$ cat src/rtl/pattern_pkg.sv
// Shared types and constants for the sync-pattern framer and its detectors.
// Latency: n/a (declarations only).
// Backpressure: n/a.
package pattern_pkg;

    // Framer FSM states
    typedef enum logic [1:0] {
        IDLE = 2'd0,
        SYNC = 2'd1,
        DATA = 2'd2,
        GAP  = 2'd3
    } state_t;

    // Line symbols shared with the detectors
    localparam logic SYM_B = 1'b0;
    localparam logic SYM_C = 1'b1;

    // Default sync pattern, sent MSB first
    localparam int         SYNC_W_DEF   = 5;
    localparam logic [4:0] SYNC_PAT_DEF = {SYM_B, SYM_C, SYM_C, SYM_B, SYM_C};

    // Payload history that forces a stuffed B (prefix of the sync pattern)
    localparam logic [3:0] STUFF_HIST = {SYM_B, SYM_C, SYM_C, SYM_B};

    // Width of the per-phase slot index
    localparam int IDX_W = 16;

endpackage

$ cat src/rtl/pattern_stuffer.sv
// Payload bit-stuffing decision: tracks the last 4 emitted payload bits.
// Latency: stuff is combinational from history; history updates 1 clk after a slot.
// Backpressure: none; advances only on slots the framer actually emits.
module pattern_stuffer
    import pattern_pkg::*;
(
    input  logic clk,
    input  logic rst_n,
    input  logic clear,
    input  logic advance,
    input  logic emit_bit,
    output logic stuff
);

    logic [3:0] hist;

    // A B is forced whenever the history could complete the sync pattern
    assign stuff = (hist == STUFF_HIST);

    // History of emitted payload bits, stuffed bits included
    always_ff @(posedge clk or negedge rst_n) begin
        if (!rst_n) begin
            hist <= '0;
        end else if (clear) begin
            hist <= '0;
        end else if (advance) begin
            hist <= {hist[2:0], emit_bit};
        end
    end

endmodule

$ cat src/rtl/pattern_framer.sv
// Serial framer: sync pattern then payload MSB-first, one bit per bit_en_i strobe.
// Latency: first sync bit on the first strobe edge after the accept edge.
// Backpressure: in_ready_o only in IDLE; PATTERN_FRAMER_STUFF_EN adds payload stuffing.
module pattern_framer
    import pattern_pkg::*;
#(
    parameter int                DATA_W   = 8,
    parameter int                SYNC_W   = SYNC_W_DEF,
    parameter logic [SYNC_W-1:0] SYNC_PAT = SYNC_W'(SYNC_PAT_DEF),
    parameter int                GAP_BITS = 2,
    parameter int                CNT_W    = 8
) (
    input  logic              clk_i,
    input  logic              rst_i,
    input  logic              bit_en_i,
    input  logic              in_valid_i,
    input  logic [DATA_W-1:0] in_data_i,
    output logic              in_ready_o,
    output logic              valid_o,
    output logic              d_o,
    output logic              busy_o,
    output logic              frame_done_o,
    output logic [CNT_W-1:0]  frame_cnt_o
);

    state_t              state, state_nxt;
    logic [IDX_W-1:0]    idx, idx_nxt;
    logic [DATA_W-1:0]   data_sh, data_nxt;
    logic [SYNC_W-1:0]   sync_sh, sync_nxt;
    logic                valid_q, valid_nxt;
    logic                d_q, d_nxt;
    logic                done_q, done_nxt;
    logic [CNT_W-1:0]    cnt_q, cnt_nxt;

    logic sync_last, data_last, gap_last;
    logic stuff, emit_bit;

    assign sync_last = (idx == IDX_W'(SYNC_W - 1));
    assign data_last = (idx == IDX_W'(DATA_W - 1));
    assign gap_last  = (idx == IDX_W'(GAP_BITS - 1));

`ifdef PATTERN_FRAMER_STUFF_EN
    logic hist_clear, hist_adv;

    // History restarts when SYNC hands over to DATA
    assign hist_clear = (state == SYNC) && bit_en_i && sync_last;
    assign hist_adv   = (state == DATA) && bit_en_i;

    pattern_stuffer u_stuffer (
        .clk      (clk_i),
        .rst_n    (rst_i),
        .clear    (hist_clear),
        .advance  (hist_adv),
        .emit_bit (emit_bit),
        .stuff    (stuff)
    );
`else
    assign stuff = 1'b0;
`endif

    // A stuffed slot carries B and leaves the payload shifter untouched
    assign emit_bit = stuff ? SYM_B : data_sh[DATA_W-1];

    assign in_ready_o   = (state == IDLE);
    assign busy_o       = (state != IDLE);
    assign valid_o      = valid_q;
    assign d_o          = d_q;
    assign frame_done_o = done_q;
    assign frame_cnt_o  = cnt_q;

    // Next state and datapath; strobe-less edges only drop valid
    always_comb begin
        state_nxt = state;
        idx_nxt   = idx;
        data_nxt  = data_sh;
        sync_nxt  = sync_sh;
        valid_nxt = 1'b0;
        d_nxt     = d_q;
        done_nxt  = 1'b0;
        cnt_nxt   = cnt_q;
        case (state)
            IDLE: begin
                if (in_valid_i) begin
                    data_nxt  = in_data_i;
                    sync_nxt  = SYNC_PAT;
                    idx_nxt   = '0;
                    state_nxt = SYNC;
                end
            end
            SYNC: begin
                if (bit_en_i) begin
                    d_nxt     = sync_sh[SYNC_W-1];
                    valid_nxt = 1'b1;
                    sync_nxt  = sync_sh << 1;
                    if (sync_last) begin
                        idx_nxt   = '0;
                        state_nxt = DATA;
                    end else begin
                        idx_nxt = idx + IDX_W'(1);
                    end
                end
            end
            DATA: begin
                if (bit_en_i) begin
                    d_nxt     = emit_bit;
                    valid_nxt = 1'b1;
                    if (!stuff) begin
                        data_nxt = data_sh << 1;
                        if (data_last) begin
                            done_nxt  = 1'b1;
                            cnt_nxt   = cnt_q + CNT_W'(1);
                            idx_nxt   = '0;
                            state_nxt = (GAP_BITS == 0) ? IDLE : GAP;
                        end else begin
                            idx_nxt = idx + IDX_W'(1);
                        end
                    end
                end
            end
            GAP: begin
                if (bit_en_i) begin
                    if (gap_last) begin
                        idx_nxt   = '0;
                        state_nxt = IDLE;
                    end else begin
                        idx_nxt = idx + IDX_W'(1);
                    end
                end
            end
            default: state_nxt = IDLE;
        endcase
    end

    // State register
    always_ff @(posedge clk_i or negedge rst_i) begin
        if (!rst_i) begin
            state <= IDLE;
        end else begin
            state <= state_nxt;
        end
    end

    // Datapath and registered serial outputs
    always_ff @(posedge clk_i or negedge rst_i) begin
        if (!rst_i) begin
            idx     <= '0;
            data_sh <= '0;
            sync_sh <= '0;
            valid_q <= 1'b0;
            d_q     <= 1'b0;
            done_q  <= 1'b0;
            cnt_q   <= '0;
        end else begin
            idx     <= idx_nxt;
            data_sh <= data_nxt;
            sync_sh <= sync_nxt;
            valid_q <= valid_nxt;
            d_q     <= d_nxt;
            done_q  <= done_nxt;
            cnt_q   <= cnt_nxt;
        end
    end

endmodule

$ cat config.mk
export PLATFORM = sky130hd
export DESIGN_NAME = pattern_framer
export DESIGN_NICKNAME = d
export VERILOG_FILES = /design/src/rtl/pattern_pkg.sv /design/src/rtl/pattern_stuffer.sv /design/src/rtl/pattern_framer.sv
export SDC_FILE = /design/constraint.sdc
export NUM_CORES = 1
export LEC_CHECK = 0
export CAP_MARGIN = 20
export CORE_MARGIN = 4
export CORE_UTILIZATION = 40
export CTS_BUF_LIST = sky130_fd_sc_hd__clkbuf_8
export DETAILED_ROUTE_END_ITERATION = 7
export PLACE_DENSITY = 0.59
export RECOVER_POWER = 25
export SETUP_SLACK_MARGIN = 0.4
export SLEW_MARGIN = 20
export SYNTH_ARGS = -nofsm -noshare
export SYNTH_HDL_FRONTEND = slang
export SYNTH_SLANG_ARGS = --single-unit
$ cat constraint.sdc
create_clock -name clk_i -period 2.7 [get_ports clk_i]
set_clock_uncertainty 0.15 [all_clocks]
set_input_delay 0.54 -clock clk_i [delete_from_list [all_inputs] [get_ports clk_i]]
set_output_delay 0.54 -clock clk_i [all_outputs]
set_load 0.005 [all_outputs]
==> results.cfg, run 1 <==
[timing]
slew_headroom = 0.306
finalSetupViolations = 0
fin_setup_tns_ns = 0
final_max_slew_viol_count = 0
max_freq_mhz = 446
min_period_over_period = 0.830
min_period_ns = 2.24
hold_viol_final = 0
rsz0062_at_grt = true
tightestPinTransition_ns = 1.04

[final_layout]
n_antenna_cell = 0
drive_gt1_frac = 0.193
nets = 290
multi_input_area_um2 = 1250
finalInstanceArea_um2 = 2930
regArea_um2 = 1050
fill_cells = 498
finalNonFillerCells = 342
syn_to_final_growth_pct = 25.8

[synth]
synth_seq_cells = 42
netlist_instances = 232
ys_seq_area_frac = 0.452
synth_area_leaders = dfrtp_1 (45%), xor2_1 (4.5%), ha_1 (4.3%)
yosysWarnings = 0
synth_top_area_cell = dfrtp_1
netlist.area_leader.share = 0.452
synth_area_um2 = 2330
yosys.cell_types.count = 49
ys_async_sr_fraction = 1.00
syn_nets = 252
avgSynthCellArea_um2 = 10.0
synth_edf_count = 0
synth-main-ff-cell = dfrtp_1

[power]
power.total_mw = 2.58
swShare = 0.397
power_density_nw_per_um2 = 881
power.share.combinational = 0.510
leakage_nw = 1.21
intPower_mw = 1.56
p_sw_mw = 1.02
clockPowerShare = 0.149
pwr-share-seq = 0.341
peakVddDrop_v = 0.000566

[critical_path]
crit_family = buffers and inverters
crit_path_max_fanout = 4
reg2reg_slack_ns = 0.47
cpPeakStageDelay_ns = 0.51
end_kind = primary output
r2r_cells = 5
slowest_stage = clkdlybuf4s50_1
critPathKind = reg2out
r2r_end = state[1]
cp_num_buf_inv = 2
worstPathArrival_ns = 1.55
startpoint_type = flip-flop
crit_chain = inv_2, ha_4, clkdlybuf4s50_1
timing.rr.start = idx[8]
worstPathRequired_ns = 2.01

[global_route]
antenna_found_initial = 0
grtUsageTotal = 0.141
grt_pass1_vias = 1734
grt_max_degree = 43
grt_overflow = 0
grt_first_pass_wirelength_um = 8300

[hold_path]
min_delay_path_depth = 1
min_path_type = reg2reg
hold_start = frame_cnt_o[7]
hold_end = frame_cnt_o[7]

[floorplanning]
placementRows = 27
io_pins = 25
die_area_um2 = 7100
placeableCoreArea_um2 = 5570
die_x_um = 84.3
initial_core_util = 0.418
chipHeight_um = 84.3

[clocking]
clk_pin_slew_worst_paths_ns = 0.08
clock_path_buffers = 2
cts_buffers = 5
htree_levels = 2
cts_tree = built
clk_latency_ns = 0.29
cts_sinks = 42
cts-root-buf = clkbuf_8

[outcome]
outcome = completed

[place]
dp_hpwl_um = 3310
place.gp.congestion = 0.779
post_dp_cell_area_um2 = 2670
dp_cells = 327
port_buffers = 24

[detailed_routing]
route.vias.total = 1809
drc = 0
drtIter0Drc = 63
post_drt_wl_per_cell_um = 14.2
dr.pass1.iters = 6
via_per_inst = 5.29
antenna_left = 0
wl_um = 4850

[flow_run]
maxCapViolCount = 0
how the worst max path moves through the flow:
| stage | start | to | slack (ns) | cells past startpoint |
|---|---|---|---|---|
| after detailed placement | bit_en_i | data_sh[7] | 0.24 | 6 |
| after global placement | in_valid_i | state[1] | 0.30 | 6 |
| after CTS | state[0] | idx[14] | 0.40 | 8 |
| after floorplan | state[1] | idx[15] | 0.54 | 8 |
| final | state[1] | in_ready_o | 0.46 | 3 |
| after global routing | idx[0] | frame_cnt_o[1] | 0.36 | 7 |
logic make-up (layout without fill, tap and decap cells):
| logic type | Yosys count | in the layout | share of synthesized area |
|---|---|---|---|
| adder cells (fa/ha/maj) | 8 | 8 | 0.0430 |
| buffers and inverters | 27 | 65 | 0.0489 |
| multiplexers | 11 | 11 | 0.0484 |
| flip-flops | 42 | 42 | 0.452 |
| AND/OR/NAND/NOR | 73 | 73 | 0.178 |
| XOR/XNOR | 18 | 18 | 0.0677 |
| AO/OA/AOI/OAI | 53 | 53 | 0.162 |
metrics by stage:
stage,util,setup slack (ns),hold WS [ns]
floorplan,-,0.544,0.0944
detailed placement,0.479,0.235,0.315
finish,0.525,0.458,0.330
global route,0.525,0.356,0.359
CTS,0.506,0.397,0.181
global placement,0.479,0.299,0.311
area by class of cell:
class | count | area share
timing repair buffer | 41 | 0.132
inverter | 17 | 0.0226
tap | 72 | 0.0308
clock buffer | 5 | 0.0235
sequential | 42 | 0.359
clock inverter | 2 | 0.00342
multi-input combinational | 163 | 0.428
Yosys cell counts, drive strengths merged (8+ instances only):
| cell | n |
|---|---|
| a21oi | 19 |
| dfrtp | 42 |
| ha | 8 |
| inv | 17 |
| mux2i | 9 |
| nand2 | 12 |
| nand3 | 13 |
| nand4 | 12 |
| nor2 | 16 |
| o21ai | 9 |
| xor2 | 12 |
worst reg2reg max path: stages, from the launching register on:
cell,delay (ns)
dfrtp_1,0.45
nor4_4,0.36
nand4_1,0.21
o31a_1,0.37
nor3_4,0.24
mux2_1,0.34
what timing repair did:
action                                  4_1_cts  5_1_grt
hold buffers                                  0        0
endpoints found under the setup margin       21       20
endpoints found under the hold margin         0        0
buffers inserted                              5        3
pin swaps                                     2        5
gates resized for setup                       7       19
cells in the final DEF (no fill, tap or decap), drive strengths merged, types with 2 or more instances in the layout:
master,instances
dfrtp,42
clkdlybuf4s50,22
a21oi,19
inv,17
buf,17
nor2,16
nand3,13
nand2,12
nand4,12
xor2,12
mux2i,9
o21ai,9
ha,8
o22ai,6
xnor2,6
clkbuf,6
nor3,5
a22o,3
nor4,2
and2,2
o21a,2
a22oi,2
and4,2
and3,2
o211ai,2
clkinv,2
nor4bb,2
or3,2
mux2,2
sequential cells by signal, indices dropped and copies added, names as in the netlist:
register      cells
idx              16
valid_o           1
frame_done_o      1
sync_sh           5
state             2
d_o               1
frame_cnt_o       8
data_sh           8
power groups by stage:
stage	clock, mW	combinational [mW]	sequential [mW]
2_1_floorplan	0	0.832	0.856
3_3_place_gp	0	1.10	0.875
3_5_place_dp	0	1.11	0.877
4_1_cts	0.401	1.21	0.864
5_1_grt	0.426	1.45	0.905
6_report	0.385	1.32	0.880
per-layer routing:
layer	global-route usage	vias to the layer above	wire, µm
li1	-	915	-
met1	0.188	854	2320
met2	0.223	34	2250
met3	0.0373	6	224
met4	0.0439	0	66
met5	0	-	0
Note: power is estimated with default switching activity, not from simulation.
==> run 2, diff against run 1 <==
- clock period: 2.7 -> 2.15 ns (I/O delays scaled with it)
==> results.cfg, run 2 (synthesized netlist as in run 1, its figures left out) <==
[outcome]
outcome = finished, violations left
violations = negative setup slack

[detailed_routing]
post_drt_wl_per_cell_um = 15.1
via_per_inst = 5.25
drc = 0
dr.pass1.iters = 5
wl_um = 6000
drtIter0Drc = 85
route.vias.total = 2085
antenna_left = 0

[clocking]
cts_sinks = 42
htree_levels = 2
cts_tree = built
clk_latency_ns = 0.30
clock_path_buffers = 2
clk_pin_slew_worst_paths_ns = 0.08
cts_buffers = 5
cts-root-buf = clkbuf_8

[timing]
min_period_over_period = 1.03
setup_slack_ns = -0.0565
hold_viol_final = 0
rsz0062_at_grt = true
min_period_ns = 2.21
tightestPinTransition_ns = 1.15
max_freq_mhz = 453
slew_headroom = 0.230
finalSetupViolations = 4
final_max_slew_viol_count = 0

[global_route]
grt_pass1_vias = 2052
grt_max_degree = 25
grt_overflow = 0
antenna_found_initial = 0
grt_first_pass_wirelength_um = 10200
grtUsageTotal = 0.178

[floorplanning]
die_x_um = 84.3
die_area_um2 = 7100
chipHeight_um = 84.3
io_pins = 25
initial_core_util = 0.418
placeableCoreArea_um2 = 5570
placementRows = 27

[final_layout]
drive_gt1_frac = 0.394
regMostFlops = idx
n_antenna_cell = 0
nets = 344
final_util = 0.650
final_cell_mix = buf_4 (53), dfrtp_1 (40), inv_1 (14)
syn_to_final_growth_pct = 55.6
largest_reg_flops = 16
final_common_cell = buf_4

[place]
place.gp.congestion = 0.783
port_buffers = 24
dp_hpwl_um = 3820

[hold_path]
min_path_type = reg2reg

[critical_path]
worstPathRequired_ns = 2.19
critPathKind = reg2reg
worstPathArrival_ns = 2.24
crit_path_max_fanout = 6
startpoint_type = flip-flop
end_kind = flip-flop

[power]
power_density_nw_per_um2 = 1140
leakage_nw = 1.71
peakVddDrop_v = 0.000644
power.total_mw = 4.14

[flow_run]
maxCapViolCount = 0
## run 2: metal layers
metal / GRT usage / vias to the layer above / part of all wire
met5: 0 / - / 0
li1: - / 1022 / -
met3: 0.0412 / 6 / 0.038
met4: 0.0512 / 0 / 0.012
met2: 0.286 / 33 / 0.49
met1: 0.240 / 1024 / 0.46
## run 2: cell type report
type                    instances  area [µm²]
multi-input cells             163        1420
clock inverters                 2        12.5
inverters                      17        63.8
repair buffers                 95         902
clock buffers                   6        82.6
well taps                      72        90.1
fillers                       455        1950
flip-flops and latches         42        1050
## run 2: critical path: stages, from the launching register on
cell and delay [ns]:
dfrtp_1 0.39, buf_6 0.13, ha_4 0.15, or3_4 0.40, a2111oi_4 0.34, buf_6 0.18, nand4_1 0.10, xor2_1 0.21
a21oi_2 0.04
## run 2: path summary, 6_finish.rpt
check,from,slack [ns],depth (start not counted),endpoint
max,state[0],-0.06,8,idx[15]
min,sync_sh[4],0.38,2,sync_sh[4]
min reg2reg,sync_sh[4],0.38,2,sync_sh[4]
min in group asynchronous,rst_i,0.73,2,data_sh[1]
max in group asynchronous,rst_i,0.14,3,frame_cnt_o[0]
max reg2reg,state[0],-0.06,8,idx[15]
## run 2: through the flow
step | area, µm² | cells | setup WS [ns] | hold WS, ns | setup TNS [ns]
detailed placement | 2990 | 359 | -0.0966 | 0.281 | -0.423
floorplan | 2360 | 232 | 0.0610 | -0.0156 | 0
global placement | 2990 | 359 | -0.0462 | 0.279 | -0.208
global route | 3620 | 397 | -0.172 | 0.413 | -2.83
finish | 3620 | 397 | -0.0565 | 0.383 | -0.140
CTS | 3430 | 388 | -0.0449 | 0.380 | -0.0835
## run 2: what timing repair did
action / CTS / global route
gates cloned: 2 / 0
setup endpoints to repair: 46 / 42
pin swaps: 19 / 11
hold buffers: 1 / 0
setup buffers: 18 / 9
hold endpoints to repair: 18 / 0
resized for setup: 46 / 34
## run 2: where the power goes
| part | internal [mW] | total, mW | leakage (nW) | switching, mW |
|---|---|---|---|---|
| registers | 0.965 | 1.08 | 0.540 | 0.114 |
| clock network | 0.258 | 0.543 | 0.0472 | 0.285 |
| logic | 1.34 | 2.52 | 1.12 | 1.18 |
